`config.mk`:
```
export PLATFORM = sky130hd
export DESIGN_NAME = voice_allocator
export DESIGN_NICKNAME = d
export VERILOG_FILES = /design/src/rtl/audio_pkg.sv /design/src/rtl/voice_slot.sv /design/src/rtl/voice_allocator.sv
export SDC_FILE = /design/constraint.sdc
export NUM_CORES = 1
export LEC_CHECK = 0
export ABC_CLOCK_PERIOD_IN_PS = 2490
export CORE_MARGIN = 1.5
export CORE_UTILIZATION = 27
export CTS_CLUSTER_SIZE = 10
export DETAILED_ROUTE_END_ITERATION = 6
export PLACE_DENSITY_LB_ADDON = 0.15
export SLEW_MARGIN = 40
export SYNTH_ARGS = -nofsm -noshare
export SYNTH_HDL_FRONTEND = slang
export SYNTH_SLANG_ARGS = --single-unit
```
`constraint.sdc`:
```
create_clock -name clk -period 2.49 [get_ports clk]
set_input_delay 0.498 -clock clk [delete_from_list [all_inputs] [get_ports clk]]
set_output_delay 0.498 -clock clk [all_outputs]
set_load 0.05 [all_outputs]
```
`src/rtl/audio_pkg.sv`:
```
// Purpose: shared widths, age saturation limit and allocator FSM encoding.
// Latency: n/a (declarations only).
// Backpressure: n/a.
package audio_pkg;

  localparam int KEYW_DEF = 4;
  localparam int INCW_DEF = 19;
  localparam int AGEW_DEF = 4;
  localparam int AGE_MAX  = (2 ** AGEW_DEF) - 1;

  localparam logic [1:0] ST_IDLE  = 2'd0;
  localparam logic [1:0] ST_SCAN  = 2'd1;
  localparam logic [1:0] ST_APPLY = 2'd2;

endpackage

```
`src/rtl/voice_slot.sv`:
```
// Purpose: one oscillator slot holding key, phase increment, gate and age.
// Latency: every control takes effect at the next clk edge.
// Backpressure: none; controls are single-cycle strobes from the allocator.
// Ports: flush (all off, highest priority), set (load key/inc, gate on, age 0),
//        clear (gate off, inc 0), age_tick (saturating age+1 while gated);
//        key/inc/gate/age expose the slot state.
module voice_slot
  import audio_pkg::*;
#(
  parameter int KEYW    = KEYW_DEF,
  parameter int INCW    = INCW_DEF,
  parameter int AGEW    = AGEW_DEF,
  parameter int AGE_LIM = AGE_MAX
) (
  input  logic            clk,
  input  logic            rst_n,
  input  logic            flush,
  input  logic            set,
  input  logic            clear,
  input  logic            age_tick,
  input  logic [KEYW-1:0] set_key,
  input  logic [INCW-1:0] set_inc,
  output logic [KEYW-1:0] key,
  output logic [INCW-1:0] inc,
  output logic            gate,
  output logic [AGEW-1:0] age
);

  always_ff @(posedge clk or negedge rst_n) begin
    if (!rst_n) begin
      key  <= '0;
      inc  <= '0;
      gate <= 1'b0;
      age  <= '0;
    end else if (flush) begin
      // Keys are kept: with every gate low they can never match again.
      inc  <= '0;
      gate <= 1'b0;
      age  <= '0;
    end else if (set) begin
      key  <= set_key;
      inc  <= set_inc;
      gate <= 1'b1;
      age  <= '0;
    end else if (clear) begin
      inc  <= '0;
      gate <= 1'b0;
    end else if (age_tick && gate && (age != AGEW'(AGE_LIM))) begin
      age <= age + 1'b1;
    end
  end

endmodule

```
`src/rtl/voice_allocator.sv`:
```
// Purpose: assigns serialized note-on/off requests to NVOICES oscillator slots.
// Latency: handshake at edge T -> slot outputs update at edge T+NVOICES+1.
// Backpressure: note_ready only in IDLE with panic low; one request in flight.
// Ports: note_valid/note_ready handshake with note_on/note_key/note_inc;
//        voice_inc/voice_gate per-slot oscillator controls; drop pulses when a
//        note-on finds no slot; panic flushes every slot synchronously.
// Build option: define VOICE_STEAL_EN to steal the oldest slot instead of dropping.
module voice_allocator
  import audio_pkg::*;
#(
  parameter int NVOICES = 4,
  parameter int KEYW    = KEYW_DEF,
  parameter int INCW    = INCW_DEF,
  parameter int AGEW    = AGEW_DEF
) (
  input  logic                    clk,
  input  logic                    rst_n,
  input  logic                    panic,
  input  logic                    note_valid,
  output logic                    note_ready,
  input  logic                    note_on,
  input  logic [KEYW-1:0]         note_key,
  input  logic [INCW-1:0]         note_inc,
  output logic [NVOICES*INCW-1:0] voice_inc,
  output logic [NVOICES-1:0]      voice_gate,
  output logic                    drop
);

  localparam int IW = (NVOICES > 1) ? $clog2(NVOICES) : 1;

`ifdef VOICE_STEAL_EN
  localparam logic STEAL_EN = 1'b1;
`else
  localparam logic STEAL_EN = 1'b0;
`endif

  logic [1:0]      state;
  logic [IW-1:0]   scan_idx;
  logic            lat_on;
  logic [KEYW-1:0] lat_key;
  logic [INCW-1:0] lat_inc;

  // Scan candidates: (a) matching gated key, (b) first free, (c) oldest gated.
  logic            match_vld, free_vld, old_vld;
  logic [IW-1:0]   match_idx, free_idx, old_idx;
  logic [AGEW-1:0] old_age;

  logic [KEYW-1:0] slot_key  [NVOICES];
  logic [INCW-1:0] slot_inc  [NVOICES];
  logic            slot_gate [NVOICES];
  logic [AGEW-1:0] slot_age  [NVOICES];

  logic            apply_go;
  logic            tgt_vld;
  logic [IW-1:0]   tgt_idx;

  assign note_ready = (state == ST_IDLE) && !panic;
  assign apply_go   = (state == ST_APPLY) && !panic;

  always_comb begin
    tgt_vld = 1'b0;
    tgt_idx = '0;
    if (match_vld) begin
      tgt_vld = 1'b1;
      tgt_idx = match_idx;
    end else if (free_vld) begin
      tgt_vld = 1'b1;
      tgt_idx = free_idx;
    end else if (STEAL_EN && old_vld) begin
      tgt_vld = 1'b1;
      tgt_idx = old_idx;
    end
  end

  // With stealing on, a full bank always yields slot (c), so this stays low.
  assign drop = apply_go && lat_on && !tgt_vld;

  always_ff @(posedge clk or negedge rst_n) begin
    if (!rst_n) begin
      state     <= ST_IDLE;
      scan_idx  <= '0;
      lat_on    <= 1'b0;
      lat_key   <= '0;
      lat_inc   <= '0;
      match_vld <= 1'b0;
      free_vld  <= 1'b0;
      old_vld   <= 1'b0;
      match_idx <= '0;
      free_idx  <= '0;
      old_idx   <= '0;
      old_age   <= '0;
    end else if (panic) begin
      state <= ST_IDLE;
    end else begin
      case (state)
        ST_IDLE: begin
          if (note_valid) begin
            lat_on    <= note_on;
            lat_key   <= note_key;
            lat_inc   <= note_inc;
            match_vld <= 1'b0;
            free_vld  <= 1'b0;
            old_vld   <= 1'b0;
            scan_idx  <= '0;
            state     <= ST_SCAN;
          end
        end
        ST_SCAN: begin
          if (slot_gate[scan_idx] && (slot_key[scan_idx] == lat_key) && !match_vld) begin
            match_vld <= 1'b1;
            match_idx <= scan_idx;
          end
          if (!slot_gate[scan_idx] && !free_vld) begin
            free_vld <= 1'b1;
            free_idx <= scan_idx;
          end
          // Strict compare keeps the lowest index on equal ages.
          if (slot_gate[scan_idx] && (!old_vld || (slot_age[scan_idx] > old_age))) begin
            old_vld <= 1'b1;
            old_idx <= scan_idx;
            old_age <= slot_age[scan_idx];
          end
          if (scan_idx == IW'(NVOICES - 1)) begin
            state <= ST_APPLY;
          end else begin
            scan_idx <= scan_idx + 1'b1;
          end
        end
        ST_APPLY: state <= ST_IDLE;
        default:  state <= ST_IDLE;
      endcase
    end
  end

  for (genvar i = 0; i < NVOICES; i++) begin : g_slot
    logic set_s, clr_s, tick_s;

    assign set_s  = apply_go && lat_on && tgt_vld && (tgt_idx == IW'(i));
    assign tick_s = apply_go && lat_on && tgt_vld && (tgt_idx != IW'(i));
    assign clr_s  = apply_go && !lat_on && match_vld && (match_idx == IW'(i));

    voice_slot #(
      .KEYW    (KEYW),
      .INCW    (INCW),
      .AGEW    (AGEW),
      .AGE_LIM ((2 ** AGEW) - 1)
    ) u_slot (
      .clk      (clk),
      .rst_n    (rst_n),
      .flush    (panic),
      .set      (set_s),
      .clear    (clr_s),
      .age_tick (tick_s),
      .set_key  (lat_key),
      .set_inc  (lat_inc),
      .key      (slot_key[i]),
      .inc      (slot_inc[i]),
      .gate     (slot_gate[i]),
      .age      (slot_age[i])
    );

    assign voice_inc[i*INCW +: INCW] = slot_inc[i];
    assign voice_gate[i]             = slot_gate[i];
  end

endmodule

```
# ---- Word-level counts from Yosys, hierarchy flattened
# Index checks and enable logic that the tools add are counted.
dict set report op_classes {
  add_sub_neg 1
  n_lt_le_gt_ge 1
  n_eq_ne 16
  muxes 46
  n_bitwise 2
  n_reduce_logical 43
}
# op n
set op_table {}
lappend op_table {{$mux 19} 12}
lappend op_table {{$mux 1} 19}
lappend op_table {{$logic_and 1x1->1} 18}
lappend op_table {{$mux 2} 7}
lappend op_table {{$eq 2x2->1 const B} 6}
lappend op_table {{$reduce_and 4->1} 3}
lappend op_table {{$reduce_bool 3->1} 4}
lappend op_table {{$reduce_and 2->1} 5}
lappend op_table {{$reduce_and 3->1} 3}
lappend op_table {{$bmux 4 s2} 1}
lappend op_table {{$mux 4} 2}
lappend op_table {{$ne 2x2->1 const B} 4}
lappend op_table {{$pmux 2 s2} 2}
lappend op_table {{$eq 2x1->1 const B} 3}
lappend op_table {{$logic_not 1->1} 6}
lappend op_table {{$logic_not 2->1} 3}
lappend op_table {{$ne 3x3->1 const B} 2}
lappend op_table {{$eq 4x4->1} 1}
lappend op_table {{$pmux 1 s2} 2}
lappend op_table {{$ge 3x3->1 const B} 1}
lappend op_table {{$not 2->3} 1}
lappend op_table {{$add 2x1->2 const B} 1}
lappend op_table {{$bmux 1 s2} 1}
lappend op_table {{$reduce_bool 2->1} 1}
lappend op_table {{$not 1->1} 1}
dict set report totals {
  ff_bits 130
  in_bits 28
  out_inout_bits 82
}

# ---- Depth between registers and ports, before layout
dict set report logic_depth {
  ltp_word 9
  ltp_mapped 9
}

# ---- Hierarchy
# From an unflattened synthesis, not the netlist that was laid out.
dict set report hier_totals {
  cells_unflattened 449
  hier_area_um2 6202.2
}
# mod n_inst cells_per_inst area_per_inst_um2 seq_area_each_um2
set by_module_without_submodules {}
lappend by_module_without_submodules {voice_slot 4 79 1129.8 700.7}
lappend by_module_without_submodules {voice_allocator 1 133 1682.9 850.8}

# ---- Worst setup path before layout
# Ideal clock, no wire load.
dict set report synth_timing {
  path_kind {input to register}
  start {input port panic}
  end {register lat_inc[10]}
  arrival_time_ns 2.662
  t_required_ns 2.365
  setup_slack_ns -0.297
  stages 6
  n_path_buf 3
  cell_sequence {buf_6 nor3_1 and2_1 buf_2 buf_2 mux2_2}
}
dict set report synth_between {
  elab_chain_cells 2
}
# item line_no
set synth_lines {}
lappend synth_lines {{from (decl)} voice_allocator.sv:18} ;# input logic panic,
lappend synth_lines {{$not 1->1 (no line)} --}
lappend synth_lines {{$reduce_and 3->1 (no line)} --}
lappend synth_lines {{to (signal assigned)} voice_allocator.sv:100} ;# lat_inc <= note_inc;
lappend synth_lines {{to (decl)} voice_allocator.sv:41} ;# logic [INCW-1:0] lat_inc;
# No other way between the ends.
# A chain may end at the register's enable or synchronous reset.

# ---- Final worst setup path
dict set report layout_timing {
  start {input port panic}
  end {output port drop}
}
dict set report layout_between {
  elab_chain_cells 4
}
# item line_no
set layout_lines {}
lappend layout_lines {{$logic_not 1->1} voice_allocator.sv:58} ;# assign apply_go = (state == ST_APPLY) && !panic;
lappend layout_lines {{$logic_and 1x1->1} voice_allocator.sv:58}
lappend layout_lines {{$logic_and 1x1->1} --}
lappend layout_lines {{$logic_and 1x1->1} voice_allocator.sv:76} ;# assign drop = apply_go && lat_on && !tgt_vld;
lappend layout_lines {{to (decl)} voice_allocator.sv:26} ;# output logic drop
# No other way between the ends.

==> summary.txt <==
Yosys
  • Synth top area cells: dfrtp_1, a22o_1, mux2_2
  • Syn avg cell area: roughly 15 um^2
  • Seq/Total Area, Yosys: 0.641
  • Syn_nets: 375
  • Synthesized instance count: between 300 and 400
  • Cell taking the most area after synthesis: dfrtp_1
  • Yosys warns: 0
  • Synthesis-stage register bit count: 130
  • Post-synth top area share: 0.641
  • Synth unique cells: 31
  • Mapped Area: 5080 um^2

CTS
  • Root cell of the clock tree: clkbuf_16
  • Total CTS buffers: 17
  • Setup bufs post-CTS: 0
  • Clock transition at path regs: around 0.050 ns
  • Worst-skew pair later-pin latency: roughly 0.42 ns
  • H-tree depth: 4
  • Sink Count: 130
  • CTS resizes: 0
  • CTS tree: done
  • Longest Clk Path Bufs: 2
  • Hold-fix buffers, CTS: 0

Final layout
  • Sequential cell area: 3250 um^2
  • Share of layout cells above drive strength 1: 0.231
  • # diodes: 0
  • Multi-input logic area: 1690 um^2
  • Post-route insts no fill: about 700
  • Area Overhead vs Synth: 42.2%
  • Fillers: 1679
  • Fin nets: 492

Timing
  • Final min period: roughly 2.4 ns
  • Fmax: 420 MHz
  • Setup ws final: between 0.1 and 0.15 ns
  • WHS: 0.0545 ns
  • Max-slew violations: 0
  • Worst Max-Slew Pin Slew: 0.609 ns
  • Final setup fails: 0
  • Setup TNS: 0 ns
  • Relative slew slack: 0.591
  • RSZ-0062 raised after global routing: false
  • Fin crit share: 0.956
  • Fin. Hold Viols: 0
  • Clk_skew: 0.0103 ns

Setup path
  • CP delay by family, top: buffers and inverters
  • Critical path class: primary input to primary output
  • Startpoint types: primary input
  • CP Cell Sequence: clkdlybuf4s50_1, nand4bb_1, buf_4, nor3_1, buf_4, buf_12
  • Slowest stage delay, CP: between 0.4 and 0.5 ns
  • CP Max Fanout: 4
  • WP buf/inv: 4
  • Req. time, crit path: 1.99 ns
  • Slowest-stage cell, CP: clkdlybuf4s50_1
  • CP Capture Type: primary output
  • Worst endpoint data arrival time: ~1.9 ns
  • Crit-path most repeated cell: buf_4

Die
  • Rows: between 40 and 50
  • Initial core utilization: 0.279
  • I/O pin total: 110
  • Die width: between 100 and 150 um
  • Core footprint: around 18000 um^2
  • Die H: approximately 140 um
  • Die area: 19600 um^2

Placed design
  • Placed cell count: 673
  • Estimated wirelength of the detail-placed design: between 9 and 10 mm
  • Port Buf Inserts: 109
  • Placer Congestion: 0.750
  • Pre-CTS worst setup slack: -0.304 ns

Global route
  • Number of global-route vias before repair: around 3600
  • Pin count of the biggest net entering global routing: just under 60
  • Gr ovfl total: 0
  • Initial antenna violation count: 0
  • First-pass GRT wire length: 22.0 mm
  • Total track usage: 0.150

Detailed routing
  • 1st-iter DRT viols: roughly 230
  • DR vias: around 3400
  • First-pass DRT Iterations: 4
  • WL/cell: around 20 um
  • Post-route ant nets: 0
  • Drt drc: 0
  • DR vias/cell: 4.80
  • Total wire length: 13.8 mm

Power and ir drop
  • Pwr dens: ~810 nW/um^2
  • Max IR drop VDD: 0.000507 V
  • P_leak: approximately 0.0032 uW

Min path
  • Worst min path class: primary input to asynchronous set/reset pin

Flow run
  • # Max-Cap Violations: 0

Outcome
  • Outcome: complete, no violations
==> cell usage in the layout (no fill, tap or decap), drive strengths merged <==
master / instances
buf: 22
mux2: 45
nand2: 5
nand4bb: 2
nor2: 8
bufinv: 6
o2111ai: 1
inv: 4
mux2i: 7
nor3: 6
clkdlybuf4s50: 106
a211oi: 4
and4: 1
or4b: 1
ha: 1
nand3b: 1
mux4: 2
a21oi: 2
o21ai: 2
clkinv: 3
and3: 2
clkbuf: 19
xnor2: 5
and2: 2
a21o: 4
xor2: 2
a22o: 77
clkinvlp: 3
dfrtp: 130
nor2b: 3
==> through the flow <==
stage               cell area (um^2)  utilization  total power (uW)
finish                          7220        0.396              5850
global route                    7220        0.396              6100
CTS                             7220        0.396              5920
detailed placement              6540        0.359              3020
global placement                6490        0.356              3000
floorplan                       5080            -              2770
==> worst paths after layout <==
kind	from	endpoint	slack (ns)	cells after the start
setup / recovery	panic	drop	0.11	6
max in group asynchronous	rst_n	g_slot[2].u_slot.key[1]	1.74	2
hold reg to reg	g_slot[0].u_slot.inc[8]	g_slot[0].u_slot.inc[8]	0.50	1
min in group clk	g_slot[0].u_slot.inc[8]	g_slot[0].u_slot.inc[8]	0.50	1
hold / removal	rst_n	lat_inc[1]	0.05	1
setup reg to reg	state[0]	g_slot[1].u_slot.inc[10]	0.17	5
==> kinds of logic after synthesis <==
group	Yosys count	synth area share
simple gates	31	0.0355
compound gates	90	0.150
mux	54	0.123
xor+xnor	7	0.0121
flops	130	0.641
buf+inv	33	0.0362
fa+ha+maj	1	0.00246
==> synth_stat cells (all sizes together) <==
| cell type | n |
|---|---|
| a211oi | 4 |
| a21o | 4 |
| a21oi | 2 |
| a22o | 77 |
| and2 | 2 |
| and3 | 2 |
| and4 | 1 |
| buf | 25 |
| clkbuf | 5 |
| dfrtp | 130 |
| ha | 1 |
| inv | 3 |
| mux2 | 45 |
| mux2i | 7 |
| mux4 | 2 |
| nand2 | 5 |
| nand3b | 1 |
| nand4bb | 2 |
| nor2 | 8 |
| nor2b | 3 |
| nor3 | 6 |
| o2111ai | 1 |
| o21ai | 2 |
| or4b | 1 |
| xnor2 | 5 |
| xor2 | 2 |
==> final cells by class <==
| type | instances | share of cell area |
|---|---|---|
| Clock buffer | 19 | 0.0627 |
| Inverter | 3 | 0.00156 |
| Sequential cell | 130 | 0.451 |
| Tap cell | 229 | 0.0397 |
| Clock inverter | 13 | 0.0319 |
| Multi-Input combinational cell | 183 | 0.235 |
| Timing Repair Buffer | 128 | 0.179 |
==> metal layers <==
| layer | global-route usage | part of all wire |
|---|---|---|
| met1 | 0.213 | 0.49 |
| met2 | 0.220 | 0.45 |
| met3 | 0.0366 | 0.052 |
| met4 | 0.0548 | 0.014 |
| met5 | 0 | 0 |
==> registers in the layout (all words and copies together), names as in the netlist <==
signal	flops
g_slot.u_slot.inc	76
lat_inc	19
g_slot.u_slot.key	16
g_slot.u_slot.gate	4
lat_key	4
free_idx	2
match_idx	2
scan_idx	2
state	2
free_vld	1
lat_on	1
match_vld	1
==> report_power, final <==
group,total (uW),switching (uW),internal [uW]
clock network,2880,949,1930
registers,2510,251,2260
logic,458,189,269
(Power assumes the default switching activity.)
==> RTL change (same flow settings) <==
Add an input register stage for `note_key`; this delays it by one clock. The other inputs are not delayed to match.
--- a/src/rtl/voice_allocator.sv
+++ b/src/rtl/voice_allocator.sv
@@ -27,6 +27,12 @@
 );
 
   localparam int IW = (NVOICES > 1) ? $clog2(NVOICES) : 1;
+
+  logic [KEYW-1:0] note_key_q;
+
+  always_ff @(posedge clk) begin
+    note_key_q <= note_key;
+  end
 
 `ifdef VOICE_STEAL_EN
   localparam logic STEAL_EN = 1'b1;
@@ -96,7 +102,7 @@
         ST_IDLE: begin
           if (note_valid) begin
             lat_on    <= note_on;
-            lat_key   <= note_key;
+            lat_key   <= note_key_q;
             lat_inc   <= note_inc;
             match_vld <= 1'b0;
             free_vld  <= 1'b0;
Behaviour: same outputs for any inputs over 10 cycles, from zero or initial values and one cycle with rst_n low; that may be too few to reach the edited logic, so the function may still have changed.
==> RTL change against the unedited design <==
  * Sequential share of layout area up 0.53 points
  * Total power down 11%
  * Global-route usage down 0.40 points
  * Wire length down 1.5%
  * Clock skew up 0.00063 ns
  * Area after synthesis up 1.9%
  * Utilization down 0.68 points
  * Sequential cell count up 4
  * Final area up 1.3%
  * Non-clock buffer count up 11
  * Worst setup slack better by 0.13 ns
  * Sequential power down 3%
  * Combinational power down 27%
  * Critical path type is now in -> reg
  * Largest power group is now sequential cells
  * Highest routed layer unchanged
==> RTL change: results (changes against the unedited design) <==
clock_tree:
  post-cts-setup-buffer-count: 0  # unchanged
  cts-root-buf: "clkbuf_16"  # unchanged
  clk_pin_slew_ns: 0.06
  clockBufferDepth: 2  # unchanged
pwr:
  switching_share: 0.2370  # was 0.2373
  pwr-share-comb: 0.065  # was 0.078
  ir_worst_vdd_mv: 0.4691  # was 0.5066 mV
  p_leak_uw: 0.003296  # was 0.003230 uW
  power_frac_seq: 0.468  # was 0.429
setup_path:
  cp.arrival_ns: 2.54  # was 1.88 ns
  cp_top_family: "simple AND/OR/NAND/NOR gates"  # was buffers and inverters
  startpoint: "panic"  # unchanged
  endpoint: "g_slot[0].u_slot.key[3]"  # was drop
  reg2reg_slack_ns: 0.32  # was 0.17 ns
  r2r_start: "scan_idx[0]"  # was state[0]
  cpMaxStageDelayCell: "or4b_4"  # was clkdlybuf4s50_1
  path_max_fanout: 10  # was 4
  r2r_cells: 5  # unchanged
  slowest_delay_ns: 0.51  # was 0.46 ns
  r2r_end: "match_idx[0]"  # was g_slot[1].u_slot.inc[10]
logic_synthesis:
  synth_commonest_cells: "dfrtp_1, a22o_1, mux2_2"  # unchanged
  synthArstFlopShare: 0.9701  # was 1.000
  synth_compound_area_frac: 0.1567  # was 0.1504
  ys_types: 36  # was 31
  seq_area_frac_synth: 0.6443  # was 0.6409
  synth_fa_ha_area_frac: 0.002418  # was 0.002465
  synth_fp_nets: 374  # was 375
  synthMuxAreaShare: 0.1197  # was 0.1225
  ys_top_cells_by_area: "dfrtp_1, a22o_1, mux2_2, mux4_2, dfxtp_1"  # was dfrtp_1, a22o_1, mux2_2, buf_2, mux2i_1
  synth_xor_area_frac: 0.006771  # was 0.01208
global_routing:
  grt_use_met1: 0.2031  # was 0.2132
  met3_usage: 0.03814  # was 0.03658
  track_usage: 0.1455  # was 0.1496
  grt_start_max_net_pins: 68  # was 59
  met2_usage: 0.2152  # was 0.2205
  grt_first_pass_wirelength_um: 21580  # was 22,030 um
  globalRouteOverflowTotal: 0  # unchanged
  grt_pass1_vias: 3606  # was 3,581
route:
  wl_met1_um: 6477  # was 6736 um
  wl_met3_um: 828  # was 719 um
  drtIter0Drc: 130  # was 227
  dr_wl_met2_um: 6064  # was 6185 um
  vias: 3484  # was 3,385
  highest_layer: "met4"  # unchanged
  wl_um: 13630  # was 13,830 um
run_status:
  status: "finished clean"  # unchanged
worst_hold_path:
  hp-class: "in -> async"  # unchanged
timing:
  fin_skew_ns: 0.01094  # was 0.01031 ns
  worst_pin_slew_ns: 0.6140  # was 0.6091 ns
finish:
  final_layout_size_suffix_gt1_frac: 0.2556  # was 0.2311
  top_regs: "g_slot.u_slot.inc (76), lat_inc (19), g_slot.u_slot.key (16)"  # unchanged
  num-nets-final: 506  # was 492
placement:
  gp_congestion: 0.7334  # was 0.7497
  place_area_um2: 6731  # was 6536 um^2
  dpl.hpwl_um: 9117  # was 9087 um
==> RTL change: through the flow <==
stage | std cells | power [uW] | worst slack [ns] | TNS (ns) | hold WS, ns
final | 723 | 5190 | 0.2392 | 0 | 0.02380
after global routing | 723 | 5436 | 0.1691 | 0 | 0.04158
after CTS | 722 | 5270 | 0.1229 | 0 | 0.02785
after detailed placement | 691 | 2815 | -0.1945 | -5.285 | 0.4478
after global placement | 689 | 2801 | -0.2253 | -11.40 | 0.4484
after floorplan | 345 | 2607 | 0.009812 | 0 | 0.2024
==> RTL change: final cells by class <==
type | count | area, um^2
Timing Repair Buffer | 139 | 1379
Clock inverter | 11 | 126.4
Fill cell | 1785 | 11450
Tap cell | 234 | 292.8
Sequential cell | 134 | 3334
Multi-Input combinational cell | 181 | 1719
Inverter | 4 | 15.01
Clock buffer | 20 | 446.7
==> RTL change: repair_timing <==
item,CTS,global route
hold endpoints to repair,0,0
endpoints found under the setup margin,0,2
gates resized for setup,0,1
